## config.mk

```make
export PLATFORM = sky130hd
export DESIGN_NAME = d_flip_flop_flat
export DESIGN_NICKNAME = d
export VERILOG_FILES = /design/src/rtl/d_flip_flop_pkg.sv /design/src/rtl/d_flip_flop_if.sv /design/src/rtl/d_flip_flop_stage.sv /design/src/rtl/d_flip_flop.sv /design/src/flat_wrapper.sv
export SDC_FILE = /design/constraint.sdc
export NUM_CORES = 1
export LEC_CHECK = 0
export BUFFER_PORTS_ARGS = -buffer_cell sky130_fd_sc_hd__buf_2
export CAP_MARGIN = 40
export CORE_MARGIN = 3
export CORE_UTILIZATION = 40
export CTS_CLUSTER_DIAMETER = 80
export CTS_CLUSTER_SIZE = 16
export DETAILED_ROUTE_END_ITERATION = 6
export PLACE_DENSITY = 0.82
export SETUP_SLACK_MARGIN = 0.1
export SLEW_MARGIN = 25
export SYNTH_ARGS = -nofsm -noshare
export SYNTH_HDL_FRONTEND = slang
export SYNTH_HIERARCHICAL = 1
export SYNTH_SLANG_ARGS = --single-unit
```

## constraint.sdc

```tcl
create_clock -name clk -period 0.8 [get_ports clk]
set_clock_uncertainty 0.05 [all_clocks]
set_input_delay 0.04 -clock clk [delete_from_list [all_inputs] [get_ports clk]]
set_output_delay 0.04 -clock clk [all_outputs]
set_load 0.03 [all_outputs]
```

## src/rtl/d_flip_flop_pkg.sv

```systemverilog
// d_flip_flop_pkg: shared core-wide constants for the pipeline/state registers
package d_flip_flop_pkg;
   localparam int XLEN = 32;
   typedef logic [XLEN-1:0] word_t;
endpackage

```

## src/rtl/d_flip_flop_if.sv

```systemverilog
// d_flip_flop_if: data-in / data-out bundle of a register or delay line
interface d_flip_flop_if import d_flip_flop_pkg::*; #(parameter int WIDTH = XLEN);
   logic [WIDTH-1:0] d;
   logic [WIDTH-1:0] q;
   modport master(output d, input q);
   modport slave(input d, output q);
endinterface

```

## src/rtl/d_flip_flop_stage.sv

```systemverilog
// d_flip_flop_stage: one WIDTH-bit register with synchronous active-high reset
module d_flip_flop_stage import d_flip_flop_pkg::*; #(
   parameter int WIDTH = XLEN,
   parameter logic [WIDTH-1:0] RESET_VALUE = '0
) (
   input  logic             clk,
   input  logic             rst,
   input  logic [WIDTH-1:0] d,
   output logic [WIDTH-1:0] q
);
   // capture d on every rising edge; reset takes priority and ignores d
   always_ff @(posedge clk) q <= rst ? RESET_VALUE : d;
endmodule

```

## src/rtl/d_flip_flop.sv

```systemverilog
// d_flip_flop: edge-triggered data register, optionally a fixed-latency delay line of STAGES flops
module d_flip_flop import d_flip_flop_pkg::*; #(
   parameter int WIDTH = XLEN,
   parameter int STAGES = 1,
   parameter logic [WIDTH-1:0] RESET_VALUE = '0
) (
   input logic        clk,
   input logic        rst,
   d_flip_flop_if.slave bus
);
   if (WIDTH < 1 || STAGES < 1) begin : g_bad_param
      $error("d_flip_flop: WIDTH and STAGES must both be >= 1");
   end
   logic [WIDTH-1:0] chain [STAGES+1];
   assign chain[0] = bus.d;
   for (genvar i = 0; i < STAGES; i++) begin : g_stage
      d_flip_flop_stage #(.WIDTH(WIDTH), .RESET_VALUE(RESET_VALUE)) u_stage (
         .clk(clk),
         .rst(rst),
         .d  (chain[i]),
         .q  (chain[i+1])
      );
   end
   assign bus.q = chain[STAGES];
`ifndef SYNTHESIS
   logic seen_rst;
   // remember that a reset edge has happened so q is defined from then on
   always_ff @(posedge clk) if (rst) seen_rst <= 1'b1;
   a_q_known: assert property (@(posedge clk) seen_rst === 1'b1 |-> !$isunknown(bus.q));
`endif
endmodule

```

## src/flat_wrapper.sv

```systemverilog
// flat-port wrapper written by rule: the top's interface ports become plain ports
module d_flip_flop_flat import d_flip_flop_pkg::*;
#(
   parameter int WIDTH = XLEN,
   parameter int STAGES = 1,
   parameter logic [WIDTH-1:0] RESET_VALUE = '0
)
  (clk, rst, bus_d, bus_q);
  d_flip_flop_if #(.WIDTH(WIDTH)) bus_i ();
  input logic clk;
  input logic rst;
  input wire logic [$bits(bus_i.d)-1:0] bus_d;
  output wire logic [$bits(bus_i.q)-1:0] bus_q;
  assign bus_i.d = bus_d;
  assign bus_q = bus_i.q;
  d_flip_flop #(.WIDTH(WIDTH), .STAGES(STAGES), .RESET_VALUE(RESET_VALUE)) u_core (.clk(clk), .rst(rst), .bus(bus_i));
endmodule
```

[Yosys cells after proc, flatten, opt, wreduce, memory -nomap -nowiden]
Cells that the tools add are included.
Storage, ports and cells
  logic and storage cells: 1
  latch bits: 0
  bits in writable memories: 0
  output and inout bits: 32
  memories: 0
  ROM bits: 0
  input port bits: 34
  register bits after elaboration: 32
Operators by class
  $mul: 0
  equal/unequal tests: 0
  add/sub/neg operators: 0
  div/mod/pow operators: 0
  shift operators: 0
  reduce and logical (&&, ||, !) cells: 0
  multiplexer cells: 0
  bitwise operators: 0
  magnitude comparators: 0

[Logic depth before layout (Yosys ltp)]
Gate-level depths: netlist of run 1.
  depth in word-level cells: 0
  mapped depth: 2

[Worst setup path after synthesis of run 1]
Ideal clock, no wire load.
  path kind: register to output
  from: register u_core.g_stage[0].u_stage.q[0]
  to: output bus_q[0]
  arrival time: 459 ps
  stages on the path, launching flop included: 1
  setup slack: 251 ps
  data required time: 710 ps
  cells stage by stage: dfxtp_1
RTL lines
  start, declared: RTL line d_flip_flop_stage.sv:9  | output logic [WIDTH-1:0] q
  start signal, assigned: RTL line d_flip_flop_stage.sv:12  | always_ff @(posedge clk) q <= rst ? RESET_VALUE : d;
  end, declared: RTL line flat_wrapper.sv:13  | output wire logic [$bits(bus_i.q)-1:0] bus_q;
No word-level cell between the ends.

[Final worst setup path of run 1]
  from: register u_core.g_stage[0].u_stage.q[1]
  to: output bus_q[1]
No word-level cell between the ends.

==> results of run 1 <==
stage by stage:
| step | instance area (um^2) | utilization [%] |
|---|---|---|
| after CTS | 1830 | 91.3 |
| after detailed placement | 1220 | 60.9 |
| after floorplan | 863 | - |
| final | 1830 | 91.3 |
| after global routing | 1830 | 91.3 |
| after global placement | 1220 | 60.9 |
cell families after synthesis:
kind of cell / after synthesis / share of synthesized area [%]
buf+inv: 3 / 2.61
simple gates: 32 / 23.2
flops: 32 / 74.2
power groups by stage:
stage | logic (mW) | registers (mW) | clock network, mW
6_report | 0.667 | 1.74 | 0.818
5_1_grt | 0.699 | 1.74 | 0.905
4_1_cts | 0.646 | 1.73 | 0.811
3_5_place_dp | 0.427 | 1.73 | 0
3_3_place_gp | 0.420 | 1.73 | 0
2_1_floorplan | 0.0766 | 1.91 | 0
cell type report:
class	instances	area, um^2	share of cell area, %
repair buffers	98	866	47.4
flip-flops and latches	32	681	37.3
multi-input cells	32	200	11.0
clock buffers	6	41.3	2.26
well taps	27	33.8	1.85
clock inverters	1	5.00	0.274
metal layers:
| metal | vias to the layer above | part of all wire (%) | wire [um] |
|---|---|---|---|
| met4 | 0 | 1.5 | 45 |
| met2 | 51 | 50 | 1470 |
| li1 | 402 | - | - |
| met5 | - | 0 | 0 |
| met1 | 375 | 39 | 1140 |
| met3 | 4 | 8.8 | 257 |
cells in the final DEF (no fill, tap or decap):
cell type / instances
sky130_fd_sc_hd__buf_6: 32
sky130_fd_sc_hd__clkinv_2: 1
sky130_fd_sc_hd__nor2b_1: 32
sky130_fd_sc_hd__clkbuf_1: 1
sky130_fd_sc_hd__buf_2: 33
sky130_fd_sc_hd__buf_12: 1
sky130_fd_sc_hd__dfxtp_2: 32
sky130_fd_sc_hd__dlygate4sd3_1: 32
sky130_fd_sc_hd__clkbuf_4: 5
worst max-delay path by stage:
stage	slack, ns	end
floorplan	0.25	bus_q[0]
global placement	0.22	bus_q[21]
detailed placement	0.22	bus_q[21]
CTS	-0.07	bus_q[21]
global route	-0.13	bus_q[1]
finish	-0.08	bus_q[1]
timing repair:
action	in CTS	in global routing
setup endpoints to repair	32	32
gates resized for setup	96	0
hold endpoints to repair	32	0
hold buffers	32	0
==> Implementation_results.wiki, run 1 <==
{| class="wikitable"
! Metric !! Value
|-
| Clk pin slew, worst setup/hold paths || ~0.1 ns
|-
| WP buf/inv || 1
|-
| Total number of cells along the worst setup path || 1
|-
| Port Buffers || 65
|-
| Final wirelength || around 2900 um
|-
| Crit. Startpoint || u_core/g_stage[0].u_stage/q[1]$_SDFF_PP0_
|-
| Met3 usage || 10.5%
|-
| Fin Hold WS || about 0.063 ns
|-
| Portion of synthesized cell area occupied by the leading cell type || between 70% and 80%
|-
| Final period util || 109%
|-
| Critical Path Sink Type || output port
|-
| Violated checks || setup timing
|-
| Fin cells || just under 200
|-
| Setup crit start kind || flop
|-
| Maximum number of pins on one net before global-route repair || 33
|-
| CP max stage delay || between 0.3 and 0.4 ns
|-
| Io pins || 66
|-
| Post-synth top flop || sky130_fd_sc_hd__dfxtp_1
|-
| Fraction of the yosys area taken by sequential cells || between 70% and 80%
|-
| Reg with most FFs || u_core/g_stage.u_stage/q
|-
| Synth Warn # || 6
|-
| Internal power || 2.38 mW
|-
| Net switching power of the design || ~840 uW
|-
| Synthesized area per cell || approximately 13 um^2
|-
| Overall power of the completed layout || around 3.2 mW
|-
| GPL Wtd Cong || slightly above 0.6
|-
| Count of standard-cell rows || 16
|-
| VDD IR max || 1.77 mV
|-
| Drt first pass iters || 4
|-
| Overall routing resource usage || 23.2%
|-
| Avg WL per Cell || approximately 15 um
|-
| Slew at the pin closest to its max-slew limit || approximately 0.14 ns
|-
| Setup ws final || -0.0750 ns
|-
| Status || finished, violations left
|-
| Initial antenna violation count || 0
|-
| Layout cell share with drive strength beyond 1 || 61.5%
|-
| # setup viols final || 32
|-
| DRT antenna net count || 0
|-
| Switching portion of total power || between 20% and 30%
|-
| Post-placement cell count || ~160
|-
| Critical path fanouts, max || 1
|-
| Pre-CTS setup slack || ~0.22 ns
|-
| Post-synthesis cell type with the largest combined area || sky130_fd_sc_hd__dfxtp_1
|-
| Hold wc startpoint || rst
|-
| Max-slew violation total from the final report || 0
|-
| Die outline height || between 50 and 60 um
|-
| Total CTS buffers || 5
|-
| Data required, critical path || just over 0.7 ns
|-
| Max-cap check violation count || 0
|-
| Number of enable flip-flop cells after synthesis || 0
|-
| GRT Residual Overflow || 0
|-
| Cell chosen for the clock root || sky130_fd_sc_hd__clkbuf_4
|-
| Placeable core area || 2000 um^2
|-
| Synthesis-to-finish area growth || 112%
|-
| GRT met1 Usage || a little under a quarter
|-
| N_diodes || 0
|-
| CTS tree || done
|-
| CTS H-tree depth || 2
|-
| Post-synth design cell area || 863 um^2
|-
| Busiest layer in global routing || met2
|-
| Type of the setup path with the least slack || flop to output port
|-
| Total number of vias || 832
|-
| Achievable Freq || about 1100 MHz
|-
| Flip-flop and latch count after synthesis || 32
|-
| Remaining design rule violation count || 0
|-
| Top cells by count, synth || 32 x sky130_fd_sc_hd__dfxtp_1, 32 x sky130_fd_sc_hd__nor2b_1, 3 x sky130_fd_sc_hd__buf_4
|-
| Sum Neg Setup Slack || -1.82 ns
|-
| Half-perimeter wire length after placement || roughly 1300 um
|-
| Die Area || roughly 2800 um^2
|-
| Min Tclk post-route || 0.875 ns
|-
| Post-synthesis cell count || 67
|-
| Number of fillers in the final layout || 76
|-
| Net count reported at finish || slightly above 200
|-
| Detailed-route vias per instance || approximately 4.2
|-
| Cells taking the most area after synthesis || sky130_fd_sc_hd__dfxtp_1 74%, sky130_fd_sc_hd__nor2b_1 23%, sky130_fd_sc_hd__buf_4 2.6%
|-
| Global-route track usage on met2 || 40.5%
|-
| Portion of total power attributed to the clock network || 25.4%
|-
| Worst endpoint data arrival time || 0.79 ns
|-
| DRC violation total after the first TritonRoute iteration || 14
|-
| Headroom to the max-slew limit || 90.8%
|-
| Wire length of the first global-routing pass || approximately 4300 um
|-
| Synth Net Count || between 100 and 150
|-
| Worst-path cell chain || buf_6
|-
| Share of power burned in combinational logic || 20.7%
|-
| Sequential share of power || between 50 and 60%
|-
| Horizontal die dimension || ~52 um
|-
| Number of buffers added for setup after CTS || 0
|-
| Cell family with most CP delay || flip-flops
|-
| Pleak || between 0.8 and 0.9 nW
|-
| Number of instances on the worst hold path || 3
|-
| Largest buffer count on any clock path || 2
|-
| Hold Path Sink || u_core/g_stage[0].u_stage/q[16]$_SDFF_PP0_
|-
| Largest registers in the final layout || u_core/g_stage.u_stage/q (32)
|-
| Vias in the first global route || a little under 900
|-
| Cell with the largest stage delay on the worst path || sky130_fd_sc_hd__dfxtp_2
|-
| Worst hold path class || input pin to flop
|-
| RSZ-0062 raised after global routing || true
|-
| Max FFs per register || 32
|-
| Async set or reset register ratio after synthesis || 0%
|-
| Cell Pwr Density || 1760 nW/um^2
|-
| Sink Count || 32
|-
| Initial core utilization || a little over two fifths
|-
| Number of library cell types mapped by synthesis || 3
|-
| Final count of hold timing violations || 0
|}
(Power assumes the default switching activity.)
==> inputs of run 2 (changes only) <==
PLACE_DENSITY = 0.89   (was 0.82)
TNS_END_PERCENT = 30   (was not set)
==> run 2 against run 1 <==
  * The flow still finishes with violations (setup timing)
  * Sequential power about the same
  * Die area unchanged
  * Sequential cell count did not move
  * Critical path type unchanged
  * Critical endpoint is now bus_q[31]
  * Largest power group unchanged
==> Implementation_results.wiki, run 2 (synthesized netlist as in run 1, its figures left out) <==
{| class="wikitable"
! Metric !! Value
|-
| Avg WL per Cell || 15.7 um (was 14.9 um)
|-
| Cell chosen for the clock root || sky130_fd_sc_hd__clkbuf_4 (unchanged)
|-
| Final count of hold timing violations || 0 (unchanged)
|-
| Worst endpoint data arrival time || 0.79 ns (about the same)
|-
| Worst-path cell chain || buf_6 (unchanged)
|-
| Horizontal die dimension || 52.5 um (unchanged)
|-
| Vias in the first global route || 972 (was 894)
|-
| Setup crit start kind || flop (unchanged)
|-
| Net count reported at finish || 203 (unchanged)
|-
| Pleak || 0.855 nW (was 0.841 nW)
|-
| Pre-CTS setup slack || 0.218 ns (was 0.221 ns)
|-
| Min Tclk post-route || 0.885 ns (was 0.875 ns)
|-
| Highest-count cells in the layout ignoring fill and taps || 33 x sky130_fd_sc_hd__buf_2, 32 x sky130_fd_sc_hd__buf_6, 32 x sky130_fd_sc_hd__nor2b_1, 32 x sky130_fd_sc_hd__dfxtp_2, 31 x sky130_fd_sc_hd__dlygate4sd3_1 (was 33 x sky130_fd_sc_hd__buf_2, 32 x sky130_fd_sc_hd__dlygate4sd3_1, 32 x sky130_fd_sc_hd__buf_6, 32 x sky130_fd_sc_hd__nor2b_1, 32 x sky130_fd_sc_hd__dfxtp_2)
|-
| Maximum number of pins on one net before global-route repair || 33 (unchanged)
|-
| GPL Wtd Cong || 0.663 (was 0.616)
|-
| DRT antenna net count || 0 (unchanged)
|-
| Detailed-route vias per instance || 4.24 (about the same)
|-
| DRC violation total after the first TritonRoute iteration || 9 (was 14)
|-
| Count of standard-cell rows || 16 (unchanged)
|-
| Overall routing resource usage || 25.9% (was 23.2%)
|-
| Max FFs per register || 32 (unchanged)
|-
| Data required, critical path || 0.71 ns (about the same)
|-
| Final period util || 111% (was 109%)
|-
| GRT Residual Overflow || 0 (unchanged)
|-
| Crit. Startpoint || u_core/g_stage[0].u_stage/q[31]$_SDFF_PP0_ (was u_core/g_stage[0].u_stage/q[1]$_SDFF_PP0_)
|-
| VDD IR max || 1.70 mV (was 1.77 mV)
|-
| Layout cell share with drive strength beyond 1 || 61.2% (was 61.5%)
|-
| Worst hold path class || input pin to flop (unchanged)
|-
| Max-cap check violation count || 0 (unchanged)
|-
| Headroom to the max-slew limit || 88.3% (was 90.8%)
|-
| Achievable Freq || 1130 MHz (was 1140 MHz)
|-
| CP max stage delay || 0.35 ns (about the same)
|-
| Wire length of the first global-routing pass || 4760 um (was 4340 um)
|-
| Cell with the largest stage delay on the worst path || sky130_fd_sc_hd__dfxtp_2 (unchanged)
|-
| Cell Pwr Density || 1810 nW/um^2 (was 1760 nW/um^2)
|-
| Initial antenna violation count || 0 (unchanged)
|-
| # setup viols final || 32 (unchanged)
|-
| Slew at the pin closest to its max-slew limit || 0.176 ns (was 0.139 ns)
|-
| Io pins || 66 (unchanged)
|-
| WP buf/inv || 1 (unchanged)
|-
| Hold wc startpoint || rst (unchanged)
|-
| Final wirelength || 3090 um (was 2910 um)
|-
| CTS H-tree depth || 2 (unchanged)
|-
| Violated checks || setup timing (unchanged)
|-
| Status || finished, violations left (unchanged)
|-
| Sum Neg Setup Slack || -2.12 ns (was -1.82 ns)
|-
| Max-slew violation total from the final report || 0 (unchanged)
|-
| Die Area || 2750 um^2 (unchanged)
|-
| Critical Path Sink Type || output port (unchanged)
|-
| Clk pin slew, worst setup/hold paths || 0.10 ns (about the same)
|-
| Setup ws final || -0.0850 ns (was -0.0750 ns)
|-
| Total CTS buffers || 5 (unchanged)
|-
| CTS tree || done (unchanged)
|-
| Initial core utilization || 43.1% (unchanged)
|-
| N_diodes || 0 (unchanged)
|-
| Die outline height || 52.5 um (unchanged)
|-
| Fin util || 92.0% (was 91.3%)
|-
| Post-placement cell count || 157 (unchanged)
|-
| Remaining design rule violation count || 0 (unchanged)
|-
| Largest buffer count on any clock path || 2 (unchanged)
|-
| Critical path fanouts, max || 1 (unchanged)
|-
| Fin cells || 197 (was 196)
|-
| Type of the setup path with the least slack || flop to output port (unchanged)
|-
| Placeable core area || 2000 um^2 (unchanged)
|-
| Drt first pass iters || 4 (unchanged)
|-
| Cell family with most CP delay || flip-flops (unchanged)
|-
| Sink Count || 32 (unchanged)
|-
| Half-perimeter wire length after placement || 1320 um (was 1340 um)
|-
| RSZ-0062 raised after global routing || true (unchanged)
|-
| Reg with most FFs || u_core/g_stage.u_stage/q (unchanged)
|-
| Largest registers in the final layout || u_core/g_stage.u_stage/q (32) (unchanged)
|-
| Port Buffers || 65 (unchanged)
|-
| Most common library cell in the layout ignoring fill and taps || sky130_fd_sc_hd__buf_2 (unchanged)
|-
| Total number of vias || 835 (was 832)
|-
| Synthesis-to-finish area growth || 113% (was 112%)
|}
==> run 2: area by class of cell <==
class	count	area, um^2
Tap cell	27	33.8
Fill cell	77	160
Clock buffer	8	58.8
Timing Repair Buffer	98	868
Multi-Input combinational cell	32	200
Sequential cell	32	681
==> run 2: what timing repair did <==
action / 4_1_cts / 5_1_grt
resized for setup: 96 / 1
setup buffers: 0 / 0
pin swaps: 0 / 0
hold buffers: 32 / 0
hold endpoints to repair: 32 / 0
endpoints found under the setup margin: 32 / 33
==> run 2: report_power, final <==
part	leakage (nW)	total (mW)	switching [mW]	internal, mW
registers	0.275	1.74	0.0433	1.69
clock network	0.0326	0.930	0.496	0.433
logic	0.547	0.673	0.307	0.365
total	0.855	3.34	0.847	2.49
==> run 2: worst paths after layout <==
path / slack, ns / to / cells past startpoint
setup / recovery: -0.08 / bus_q[31] / 1
hold / removal: 0.04 / u_core/g_stage[0].u_stage/q[7]$_SDFF_PP0_ / 3
==> run 2: through the flow <==
stage          power, mW  cell area, um^2  hold WS [ns]
6_report            3.34             1840        0.0384
5_1_grt             3.49             1840        0.0291
4_1_cts             3.31             1840        0.0254
3_5_place_dp        2.16             1220         0.202
3_3_place_gp        2.15             1220         0.198
2_1_floorplan       1.99              863        0.0616
==> run 2: per-layer routing <==
layer	share of wire, %	GRT usage (%)	vias up
met2	59	52.1	45
met5	0	0	-
li1	-	-	404
met1	32	21.0	376
met3	5.9	8.83	10
met4	3.5	14.0	0
==> inputs of run 3 (changes only) <==
CORE_ASPECT_RATIO = 1.5   (was not set)
==> run 3 against run 2 <==
  * The flow still finishes with violations (setup timing)
  * Die area is 0.42% higher
  * Clock-buffer cell count fell by 1
  * Routed wire length grew 6.2%
  * Maximum frequency shrank 3.8%
  * Non-clock buffer count unchanged
  * Combinational power about the same
  * Hold slack lost 0.020 ns
  * Critical endpoint is now bus_q[29]
==> Implementation_results.wiki, run 3 (synthesized netlist as in run 1, its figures left out) <==
{| class="wikitable"
! Metric !! Value
|-
| Count of standard-cell rows || 20 (was 16)
|-
| Placeable core area || 2030 um^2 (was 2000 um^2)
|-
| Total CTS buffers || 5 (unchanged)
|-
| Drt first pass iters || 6 (was 4)
|-
| Sink Count || 32 (unchanged)
|-
| Initial core utilization || 42.6% (was 43.1%)
|-
| Max-cap check violation count || 0 (unchanged)
|-
| Cell chosen for the clock root || sky130_fd_sc_hd__clkbuf_4 (unchanged)
|-
| Most common library cell in the layout ignoring fill and taps || sky130_fd_sc_hd__buf_2 (unchanged)
|-
| Die outline height || 62.9 um (was 52.5 um)
|-
| Remaining design rule violation count || 0 (unchanged)
|-
| Layout cell share with drive strength beyond 1 || 62.4% (was 61.2%)
|-
| Pre-CTS setup slack || 0.202 ns (was 0.218 ns)
|-
| Slew at the pin closest to its max-slew limit || 0.179 ns (was 0.176 ns)
|-
| Net count reported at finish || 203 (unchanged)
|-
| Highest-count cells in the layout ignoring fill and taps || 33 x sky130_fd_sc_hd__buf_2, 32 x sky130_fd_sc_hd__dlygate4sd3_1, 32 x sky130_fd_sc_hd__buf_6, 32 x sky130_fd_sc_hd__nor2b_1, 32 x sky130_fd_sc_hd__dfxtp_2 (was 33 x sky130_fd_sc_hd__buf_2, 32 x sky130_fd_sc_hd__buf_6, 32 x sky130_fd_sc_hd__nor2b_1, 32 x sky130_fd_sc_hd__dfxtp_2, 31 x sky130_fd_sc_hd__dlygate4sd3_1)
|-
| CTS tree || done (unchanged)
|-
| Initial antenna violation count || 0 (unchanged)
|-
| Io pins || 66 (unchanged)
|-
| Crit. Startpoint || u_core/g_stage[0].u_stage/q[29]$_SDFF_PP0_ (was u_core/g_stage[0].u_stage/q[31]$_SDFF_PP0_)
|-
| Worst hold path class || input pin to flop (unchanged)
|-
| Maximum number of pins on one net before global-route repair || 33 (unchanged)
|-
| VDD IR max || 1.69 mV (was 1.70 mV)
|-
| Setup crit start kind || flop (unchanged)
|-
| Fin util || 92.2% (was 92.0%)
|-
| GPL Wtd Cong || 0.636 (was 0.663)
|-
| Largest registers in the final layout || u_core/g_stage.u_stage/q (32) (unchanged)
|-
| Min Tclk post-route || 0.920 ns (was 0.885 ns)
|-
| Total number of vias || 844 (was 835)
|-
| Clk pin slew, worst setup/hold paths || 0.11 ns (was 0.10 ns)
|-
| Max FFs per register || 32 (unchanged)
|-
| Die Area || 2760 um^2 (was 2750 um^2)
|-
| Setup ws final || -0.120 ns (was -0.0850 ns)
|-
| Number of fillers in the final layout || 71 (was 77)
|-
| Cell family with most CP delay || flip-flops (unchanged)
|-
| Synthesis-to-finish area growth || 117% (was 113%)
|-
| DRT antenna net count || 0 (unchanged)
|-
| Number of instances on the worst hold path || 3 (unchanged)
|-
| Status || finished, violations left (unchanged)
|-
| Cell Pwr Density || 2030 nW/um^2 (was 1810 nW/um^2)
|-
| Post-placement cell count || 152 (was 157)
|-
| Final Cell Area || 1870 um^2 (was 1840 um^2)
|-
| Worst endpoint data arrival time || 0.83 ns (was 0.79 ns)
|-
| Horizontal die dimension || 43.9 um (was 52.5 um)
|-
| RSZ-0062 raised after global routing || true (unchanged)
|-
| Placed instance area || 1210 um^2 (was 1220 um^2)
|-
| N_diodes || 0 (unchanged)
|-
| Wire length of the first global-routing pass || 5180 um (was 4760 um)
|-
| GRT Residual Overflow || 0 (unchanged)
|-
| Port Buffers || 65 (unchanged)
|-
| Largest buffer count on any clock path || 2 (unchanged)
|-
| Sum Neg Setup Slack || -2.78 ns (was -2.12 ns)
|-
| DRC violation total after the first TritonRoute iteration || 9 (unchanged)
|-
| Data required, critical path || 0.71 ns (about the same)
|-
| Final period util || 115% (was 111%)
|-
| Reg with most FFs || u_core/g_stage.u_stage/q (unchanged)
|-
| Overall routing resource usage || 27.6% (was 25.9%)
|-
| # setup viols final || 32 (unchanged)
|-
| Type of the setup path with the least slack || flop to output port (unchanged)
|-
| CTS H-tree depth || 2 (unchanged)
|-
| Cell with the largest stage delay on the worst path || sky130_fd_sc_hd__dfxtp_2 (unchanged)
|-
| Total number of cells along the worst setup path || 1 (unchanged)
|-
| Headroom to the max-slew limit || 88.1% (was 88.3%)
|-
| Max-slew violation total from the final report || 0 (unchanged)
|-
| Number of buffers added for setup after CTS || 0 (unchanged)
|-
| Pleak || 0.865 nW (was 0.855 nW)
|-
| Detailed-route vias per instance || 4.40 (was 4.24)
|-
| Final wirelength || 3280 um (was 3090 um)
|-
| Critical path fanouts, max || 1 (unchanged)
|-
| Vias in the first global route || 1,017 (was 972)
|-
| CP max stage delay || 0.36 ns (was 0.35 ns)
|-
| Worst-path cell chain || buf_6 (unchanged)
|-
| Capture point of the worst path || bus_q[29] (was bus_q[31])
|-
| Fin cells || 192 (was 197)
|-
| Avg WL per Cell || 17.1 um (was 15.7 um)
|-
| Achievable Freq || 1090 MHz (was 1130 MHz)
|-
| Final count of hold timing violations || 0 (unchanged)
|-
| WP buf/inv || 1 (unchanged)
|-
| Critical Path Sink Type || output port (unchanged)
|-
| Violated checks || setup timing (unchanged)
|}
-- run 3: cell count changes in the layout (fill, tap and decap cells not counted) --
cell	delta
sky130_fd_sc_hd__clkbuf_1	-2
sky130_fd_sc_hd__clkbuf_8	+1
sky130_fd_sc_hd__dlymetal6s4s_1	-1
sky130_fd_sc_hd__dlygate4sd3_1	+1
sky130_fd_sc_hd__bufinv_16	+1
-- run 3: layout make-up --
cell class	instances	area, um^2	share of cell area [%]
multi-input combinational	32	200	10.7
clock inverter	1	30.0	1.61
tap	22	27.5	1.47
timing repair buffer	98	866	46.3
sequential	32	681	36.4
clock buffer	7	65.1	3.48
-- run 3: what timing repair did --
action / CTS / global route
gates resized for setup: 96 / 0
hold endpoints to repair: 32 / 0
hold buffers: 32 / 0
setup endpoints to repair: 32 / 32
-- run 3: routing by layer --
metal  global-route usage, %  share of wire, %
met3                    14.4               8.9
met4                    13.2               2.0
met5                       0                 0
met1                    26.4                35
met2                    46.4                54
-- run 3: worst min-delay path by stage --
| stage | start | endpoint | slack [ns] |
|---|---|---|---|
| after global routing | rst | u_core/g_stage[0].u_stage/q[3]$_SDFF_PP0_ | 0.007 |
| after floorplan | rst | u_core/g_stage[0].u_stage/q[29]$_SDFF_PP0_ | 0.06 |
| after detailed placement | bus_d[12] | u_core/g_stage[0].u_stage/q[12]$_SDFF_PP0_ | 0.20 |
| after CTS | rst | u_core/g_stage[0].u_stage/q[12]$_SDFF_PP0_ | 0.01 |
| after global placement | bus_d[6] | u_core/g_stage[0].u_stage/q[6]$_SDFF_PP0_ | 0.20 |
| final | rst | u_core/g_stage[0].u_stage/q[11]$_SDFF_PP0_ | 0.02 |
-- run 3: through the flow --
stage / total power, mW / hold slack, ns
after CTS: 3.77 / 0.0144
after global routing: 3.96 / 0.00665
after detailed placement: 2.16 / 0.203
after floorplan: 1.99 / 0.0616
after global placement: 2.15 / 0.198
final: 3.80 / 0.0182
-- run 3: where the power goes --
group	internal [mW]	leakage, nW	switching (mW)
clock	0.830	0.0515	0.552
sequential	1.70	0.275	0.0467
combinational	0.364	0.538	0.308
total	2.89	0.865	0.907
